===== src/rtl/load_mem_unit.sv =====
`default_nettype none
// ============================================================================
//  Module   : load_mem_unit
//  Purpose  : In-order load execution stage: FIFO, word read, extend, CDB.
//  Revision : 1.0
// ============================================================================
module load_mem_unit #(
    parameter int DEPTH = 2,
    parameter int TAG_W = 6
) (
    input  logic             clock,
    input  logic             reset,
    input  logic             load_valid,
    output logic             load_ready,
    input  logic [31:0]      load_addr,
    input  logic [2:0]       load_type,
    input  logic [TAG_W-1:0] load_rob,
    input  logic             flush,
    output logic             mem_req,
    output logic [31:0]      mem_addr,
    input  logic             mem_ack,
    input  logic [31:0]      mem_rdata,
    output logic             cdb_req,
    input  logic             cdb_grant,
    output logic [31:0]      cdb_data,
    output logic [TAG_W-1:0] cdb_rob
);

    localparam int PTR_W = $clog2(DEPTH);
    localparam int CNT_W = PTR_W + 1;
    localparam logic [CNT_W-1:0] FULL_CNT = CNT_W'(DEPTH);

    typedef enum logic [1:0] {
        S_IDLE     = 2'd0,
        S_MEM_WAIT = 2'd1,
        S_CDB_WAIT = 2'd2,
        S_DRAIN    = 2'd3
    } state_t;

    logic [31:0]      fifo_addr_q [DEPTH];
    logic [2:0]       fifo_type_q [DEPTH];
    logic [TAG_W-1:0] fifo_rob_q  [DEPTH];
    logic [PTR_W-1:0] wr_ptr_q, rd_ptr_q;
    logic [CNT_W-1:0] count_q;

    state_t           state_q, state_d;
    logic [31:0]      cur_addr_q, cur_addr_d;
    logic [2:0]       cur_type_q, cur_type_d;
    logic [31:0]      cdb_data_q, cdb_data_d;
    logic [TAG_W-1:0] cdb_rob_q, cdb_rob_d;

    logic do_push, do_pop;

    function automatic logic type_is_mem(input logic [2:0] t);
        return (t == 3'b000) || (t == 3'b001) || (t == 3'b010) ||
               (t == 3'b100) || (t == 3'b101);
    endfunction

    function automatic logic [31:0] extract(input logic [2:0] t,
                                            input logic [1:0] off,
                                            input logic [31:0] w);
        logic [7:0]  b;
        logic [15:0] h;
        logic [31:0] r;
        b = w[8*off +: 8];
        h = off[1] ? w[31:16] : w[15:0];
        case (t)
            3'b000:  r = {{24{b[7]}}, b};
            3'b100:  r = {24'd0, b};
            3'b001:  r = {{16{h[15]}}, h};
            3'b101:  r = {16'd0, h};
            3'b010:  r = w;
            default: r = 32'd0;
        endcase
        return r;
    endfunction

    assign load_ready = (count_q != FULL_CNT) && (state_q != S_DRAIN);
    assign do_push    = load_valid && load_ready && !flush;

    assign mem_req  = (state_q == S_MEM_WAIT);
    assign mem_addr = {cur_addr_q[31:2], 2'b00};
    assign cdb_req  = (state_q == S_CDB_WAIT);
    assign cdb_data = cdb_data_q;
    assign cdb_rob  = cdb_rob_q;

    always_comb begin
        state_d    = state_q;
        cur_addr_d = cur_addr_q;
        cur_type_d = cur_type_q;
        cdb_data_d = cdb_data_q;
        cdb_rob_d  = cdb_rob_q;
        do_pop     = 1'b0;
        case (state_q)
            S_IDLE: begin
                if (!flush && (count_q != '0)) begin
                    do_pop     = 1'b1;
                    cur_addr_d = fifo_addr_q[rd_ptr_q];
                    cur_type_d = fifo_type_q[rd_ptr_q];
                    cdb_rob_d  = fifo_rob_q[rd_ptr_q];
                    if (type_is_mem(fifo_type_q[rd_ptr_q])) begin
                        state_d = S_MEM_WAIT;
                    end else begin
                        cdb_data_d = 32'd0;
                        state_d    = S_CDB_WAIT;
                    end
                end
            end
            S_MEM_WAIT: begin
                // An ack coinciding with flush already retires the outstanding read.
                if (mem_ack) begin
                    if (flush) begin
                        state_d = S_IDLE;
                    end else begin
                        cdb_data_d = extract(cur_type_q, cur_addr_q[1:0], mem_rdata);
                        state_d    = S_CDB_WAIT;
                    end
                end else if (flush) begin
                    state_d = S_DRAIN;
                end
            end
            S_CDB_WAIT: begin
                if (flush || cdb_grant) state_d = S_IDLE;
            end
            S_DRAIN: begin
                if (mem_ack) state_d = S_IDLE;
            end
            default: state_d = S_IDLE;
        endcase
    end

    always_ff @(posedge clock) begin
        if (reset) begin
            state_q    <= S_IDLE;
            cur_addr_q <= 32'd0;
            cur_type_q <= 3'd0;
            cdb_data_q <= 32'd0;
            cdb_rob_q  <= '0;
            wr_ptr_q   <= '0;
            rd_ptr_q   <= '0;
            count_q    <= '0;
        end else begin
            state_q    <= state_d;
            cur_addr_q <= cur_addr_d;
            cur_type_q <= cur_type_d;
            cdb_data_q <= cdb_data_d;
            cdb_rob_q  <= cdb_rob_d;
            if (flush) begin
                wr_ptr_q <= '0;
                rd_ptr_q <= '0;
                count_q  <= '0;
            end else begin
                if (do_push) wr_ptr_q <= wr_ptr_q + 1'b1;
                if (do_pop)  rd_ptr_q <= rd_ptr_q + 1'b1;
                if (do_push && !do_pop)      count_q <= count_q + 1'b1;
                else if (!do_push && do_pop) count_q <= count_q - 1'b1;
            end
        end
    end

    always_ff @(posedge clock) begin
        if (do_push) begin
            fifo_addr_q[wr_ptr_q] <= load_addr;
            fifo_type_q[wr_ptr_q] <= load_type;
            fifo_rob_q[wr_ptr_q]  <= load_rob;
        end
    end

endmodule
`default_nettype wire


===== config.mk =====
export PLATFORM = sky130hd
export DESIGN_NAME = load_mem_unit
export DESIGN_NICKNAME = d
export VERILOG_FILES = /design/src/rtl/load_mem_unit.sv
export SDC_FILE = /design/constraint.sdc
export NUM_CORES = 1
export LEC_CHECK = 0
export ABC_AREA = 1
export BUFFER_PORTS_ARGS = -buffer_cell sky130_fd_sc_hd__buf_4
export CAP_MARGIN = 20
export CORE_ASPECT_RATIO = 0.75
export CORE_MARGIN = 5
export CORE_UTILIZATION = 50
export CTS_CLUSTER_DIAMETER = 40
export DETAILED_ROUTE_END_ITERATION = 12
export GPL_ROUTABILITY_DRIVEN = 0
export PLACE_DENSITY = 0.74
export SYNTH_ARGS = -nofsm -noshare
export SYNTH_HDL_FRONTEND = slang
export SYNTH_SLANG_ARGS = --single-unit
export TNS_END_PERCENT = 20

===== constraint.sdc =====
create_clock -name clock -period 7.2 [get_ports clock]
set_input_delay 1.44 -clock clock [delete_from_list [all_inputs] [get_ports clock]]
set_output_delay 1.44 -clock clock [all_outputs]
set_load 0.1 [all_outputs]

Yosys cells after proc, flatten, opt, wreduce, memory -nomap -nowiden

Memory sizes are Yosys's and may differ from the RTL's. A register that Yosys moved wholly into a read port is not among the register bits.
Cells that the tools add are included.

RAM bits: 82
Memories: 3
Register bits after elaboration: 41
Input bits: 79

Memories:

| memory      | depth | width | rd ports | clocked after memory_dff | wr ports | line | RTL |
|---|---|---|---|---|---|---|---|
| fifo_addr_q | 2     | 32    | 1        | 1                        | 1        | 40   | `logic [31:0] fifo_addr_q [DEPTH];` |
| fifo_rob_q  | 2     | 6     | 1        | 1                        | 1        | 42   | `logic [TAG_W-1:0] fifo_rob_q [DEPTH];` |
| fifo_type_q | 2     | 3     | 1        | 1                        | 1        | 41   | `logic [2:0] fifo_type_q [DEPTH];` |

Reductions and logical operators: 24
Shift-type cells: 1
Eq/ne operators: 20
Add/sub/neg operators: 4
Muxes and demuxes: 23

Operators by type and width:

| operator                                                                | count |
|---|---|
| 32-bit case mux with 5 select lines                                     | 1 |
| 32-bit 2-to-1 mux                                                       | 4 |
| 32-bit case mux with 2 select lines                                     | 1 |
| 32-bit by 6-bit variable part select with 8-bit output                  | 1 |
| 2-bit 2-to-1 mux                                                        | 9 |
| 16-bit 2-to-1 mux                                                       | 1 |
| 3-bit equality test, second input constant                              | 4 |
| 2-bit inequality test, second input constant                            | 6 |
| 2-bit case mux with 4 select lines                                      | 1 |
| 3-bit by 1-bit equality test with 1-bit output, second input constant   | 2 |
| 3-bit by 2-bit equality test with 1-bit output, second input constant   | 2 |
| 1-bit logical AND                                                       | 6 |
| 3-bit zero test                                                         | 2 |
| 1-bit 2-to-1 mux                                                        | 6 |
| 2-bit nonzero test                                                      | 3 |
| 1-bit logical OR                                                        | 5 |
| 5-bit AND reduction                                                     | 1 |
| 2-bit equality test, second input constant                              | 2 |
| 2-bit by 1-bit inequality test with 1-bit output, second input constant | 2 |
| 4-bit AND reduction                                                     | 1 |
| 1-bit zero test                                                         | 3 |
| 3-bit by 2-bit inequality test with 1-bit output, second input constant | 1 |
| 1-bit adder, second input constant                                      | 2 |
| 2-bit by 1-bit adder with 2-bit output, second input constant           | 1 |
| other kinds (5)                                                         | 5 |

Depth between registers and ports, before layout

Word-level depth: 8
Gate-level depth with buffers: 12
Depth with buffers taken out: 11

Least setup slack after synthesis

No wires, ideal clock.

Path type: input to register
Start: input port flush
End: memory fifo_addr_q[1][0] (enable)
Setup slack: 3.172 ns
Arrival time: 3.587 ns
Buffers on the path: 1
Stages: 4
Required time: 6.759 ns
Setup time: 0.441 ns
Cells stage by stage: clkbuf_2 -> inv_1 -> nand3_1 -> nor2_1

Word-level cells in the longest chain between the ends: 4

Ends and longest elaborated chain:

| what                                   | line | RTL |
|---|---|---|
| from (decl)                            | 18   | `input logic flush,` |
| 1-bit zero test                        | 79   | `assign do_push = load_valid && load_ready && !flush;` |
| 1-bit logical AND                      | 79   |  |
| 1-bit 2-to-1 mux                       | 162  | `if (do_push) begin` |
| 1-bit 2-to-1 mux (not written as such) | 163  | `fifo_addr_q[wr_ptr_q] <= load_addr;` |
| to (decl)                              | 40   |  |

Every way passes these cells.

Worst setup path after layout

Start: register state_q[1]
End: register cdb_data_q[29] (netlist: cdb_data[29])

Word-level cells in the longest chain between the ends: 3
Elaborated cells between the ends (all ways): 9
Classes of those cells: eq/ne (5); mux (1); reduce/logical (3)

Ends and longest elaborated chain:

| what                                                                                     | line | RTL |
|---|---|---|
| from (decl)                                                                              | 46   | `state_t state_q, state_d;` |
| from (signal assigned)                                                                   | 143  | `state_q <= state_d;` |
| 2-bit by 1-bit equality test with 1-bit output or 2-bit zero test (tied branches)        | 94   | `case (state_q)` |
| 2-bit by 1-bit inequality test with 1-bit output (no line), or another cell as far along | --   |  |
| 5-bit AND reduction (no line)                                                            | --   |  |
| to (signal assigned)                                                                     | 146  | `cdb_data_q <= cdb_data_d;` |
| to (decl)                                                                                | 49   | `logic [31:0] cdb_data_q, cdb_data_d;` |

Several ways; a longest one is shown, not always the timed one.
A chain may end at the register's enable or synchronous reset.

==> results.md <==
* RSZ-0062 raised after global routing: false
* Die ar. at 16700 um^2
* Inst Count DP at 1094
* Multi-input logic area at 2430 um^2
* Cell Area, Synth at 7110 um^2
* Worst EP arrival at 3.33 ns
* IO Pins at 152
* Number of synthesized register bits at 162
* YS warnings at 0
* Hold path depth at 2
* Vias in the first global route at 5211
* Bufs on Longest Clock Path at 2
* Synth cell types at 31
* Clk root buf: clkbuf_16
* Slew Limit Fails at 0
* WL final at 16.2 mm
* CTS tree: done
* Worst setup SP type: flip-flop
* Final setup fails at 0
* Critical Path RT at 7.55 ns
* Initial Util at 51.4%
* Mean Syn Cell Area at 8.42 um^2
* Max_cap viols at 0
* Final Hold Vio Count at 0
* Worst Hold Launch: cur_addr_q[10]
* Dpl hpwl at 10.6 mm
* Number of hold buffers added after CTS at 0
* Fill cells at 1184
* Fin crit share at 41.4%
* DP Area at 8060 um^2
* DRT Pass-1 Iters at 5
* Clk sinks at 162
* Min-delay worst type: flip-flop to flip-flop
* Vert. Die Dim at 113 um
* Resized Gates After CTS at 0
* Die width at 148 um
* TritonCTS Buffers at 17
* Cell taking the most area after synthesis: edfxtp_1
* Initial antenna violation count at 0
* Grt total ovfl at 0
* Worst R2R Path Depth at 7
* Layout cells sized above 1 at 21.3%
* Largest net degree at the start of global routing at 75
* Non-Filler Instances at 1127
* R2r startpoint: state_q[1]
* Sequential Area at 4070 um^2
* IO Port Bufs at 149
* Post-Syn Instances at 844
* TNS Setup at 0 ns
* Final Util at 62.7%
* Reg clk slew, reported paths at 0.07 ns
* Via count at 5604
* Worst-Margin Slew at 1.04 ns
* Seq/Total Area, Yosys at 57.2%
* WL/cell at 14.4 um
* Area Overhead vs Synth at 22.1%
* Clock skew at 0.0100 ns
* Outcome: finished clean
* Top cells by area, synth: edfxtp_1 35%, dfxtp_1 23%, nand2_1 16%
* Core area at 13800 um^2
* Max IR drop VDD at 0.192 mV
* Min Tclk post-route at 2.98 ns
* Post-synth top area share at 34.6%
* GRT Total Usage at 19.6%
* Postcts setup bufs at 0
* Later-pin clock latency in the skew report at 0.42 ns
* R2R Setup Slk at 4.22 ns
* Row Count at 37
* Initial DRC count at 420
* H-tree levels at 4
* Critical path class: flip-flop to flip-flop
* Via/cell ratio at 4.97
* Nets at 1019
* CP Capture Type: flip-flop
* Fin area at 8680 um^2
* Hold Crit Endpoint: cur_addr_q[10]
* F_max at 336 MHz
* DRC viols at 0
* Worst R2R End: cdb_data[29]
* Pleak at 3.62 nW
* Relative slew slack at 30.8%
* Power per cell area at 254 nW/um^2
* Post-route ant nets at 0
* Antenna cell count at 0
* Crit path max fanout at 40
* First-pass GRT wire length at 26.2 mm
* WHS at 0.466 ns
## how the worst max path moves through the flow
stage / slack, ns / cells past startpoint / endpoint / start
2_1_floorplan: 3.17 / 4 / fifo_addr_q[1][0] / flush
3_3_place_gp: 3.12 / 8 / cdb_data[16] / flush
3_5_place_dp: 3.02 / 8 / cdb_data[29] / flush
4_1_cts: 3.23 / 7 / cdb_data[29] / state_q[1]
5_1_grt: 3.93 / 7 / cdb_data[14] / state_q[1]
6_report: 4.22 / 7 / cdb_data[29] / state_q[1]
## Yosys cell counts, drive strengths merged
cell type  count
edfxtp        82
nor2          57
a21oi        101
buf           48
nor3           3
conb           1
dfxtp         80
o21bai         1
o21a           7
inv           55
nand4          1
ha             1
nand2        297
clkbuf        30
o21ai         22
nand3         52
o22ai          1
or2            3
a211oi         2
## power breakdown
group | internal [mW] | leakage (nW) | switching [mW] | total (mW)
Combinational | 0.0816 | 1.94 | 0.216 | 0.297
Clock | 0.494 | 0.284 | 0.405 | 0.899
Sequential | 0.997 | 1.40 | 0.0149 | 1.01
Total | 1.57 | 3.62 | 0.635 | 2.21
## final cells by class
class / count / area share [%]
Clock buffer: 17 / 4.90
Clock inverter: 15 / 1.96
Inverter: 55 / 2.41
Multi-Input combinational cell: 550 / 28.0
Sequential cell: 162 / 46.8
Tap cell: 175 / 2.52
Timing Repair Buffer: 153 / 13.4
## routing by layer
layer  routed length [um]  share of wire (%)  vias up  global-route usage (%)
met5                    0                  0        -                       0
met4                  161               0.99        0                    4.90
met3                 1390                8.6       13                    6.20
met2                 7240                 45      210                    30.0
met1                 7440                 46     2484                    27.2
li1                     -                  -     2897                       -
## critical path, stage by stage, from the launching register on
cell     delay, ns
dfxtp_1       0.39
nor2_4        0.81
nand3_2       0.34
o21ai_2       0.19
nand3_4       0.40
inv_2         0.51
nand2_1       0.12
a21oi_1       0.13
## cell usage in the layout (no fill, tap or decap), types with 2 or more instances in the layout
cell type and count:
a211oi_1 2, a21oi_1 100, buf_4 152, clkbuf_16 17, clkinv_8 2, clkinvlp_4 3, conb_1 2, dfxtp_1 79
edfxtp_1 82, inv_1 52, inv_2 2, inv_6 3, inv_8 4, nand2_1 296, nand3_1 50, nor2_1 51
nor2_4 6, nor3_1 3, o21a_1 7, o21ai_0 21, or2_2 2
## registers in the layout, indices dropped and copies added, names as in the netlist, named ones only
name	flops
fifo_rob_q	12
rd_ptr_q	1
cdb_rob	6
state_q	2
count_q	2
fifo_addr_q	64
cur_type_q	3
cur_addr_q	32
fifo_type_q	6
cdb_data	32
wr_ptr_q	1
## logic make-up after synthesis
family | Yosys count | share of synthesized area [%]
compound gates | 134 | 9.91
fa+ha+maj | 1 | 0.176
buf+inv | 133 | 9.21
flops | 162 | 57.2
other cells | 1 | 0.0528
simple gates | 413 | 23.5
## stage by stage
stage | power, mW | setup WS [ns]
after floorplan | 1.25 | 3.17
after global placement | 1.32 | 3.12
after detailed placement | 1.33 | 3.02
after CTS | 2.22 | 3.23
after global routing | 2.29 | 3.93
final | 2.21 | 4.22
Note: power is estimated with default switching activity, not from simulation.
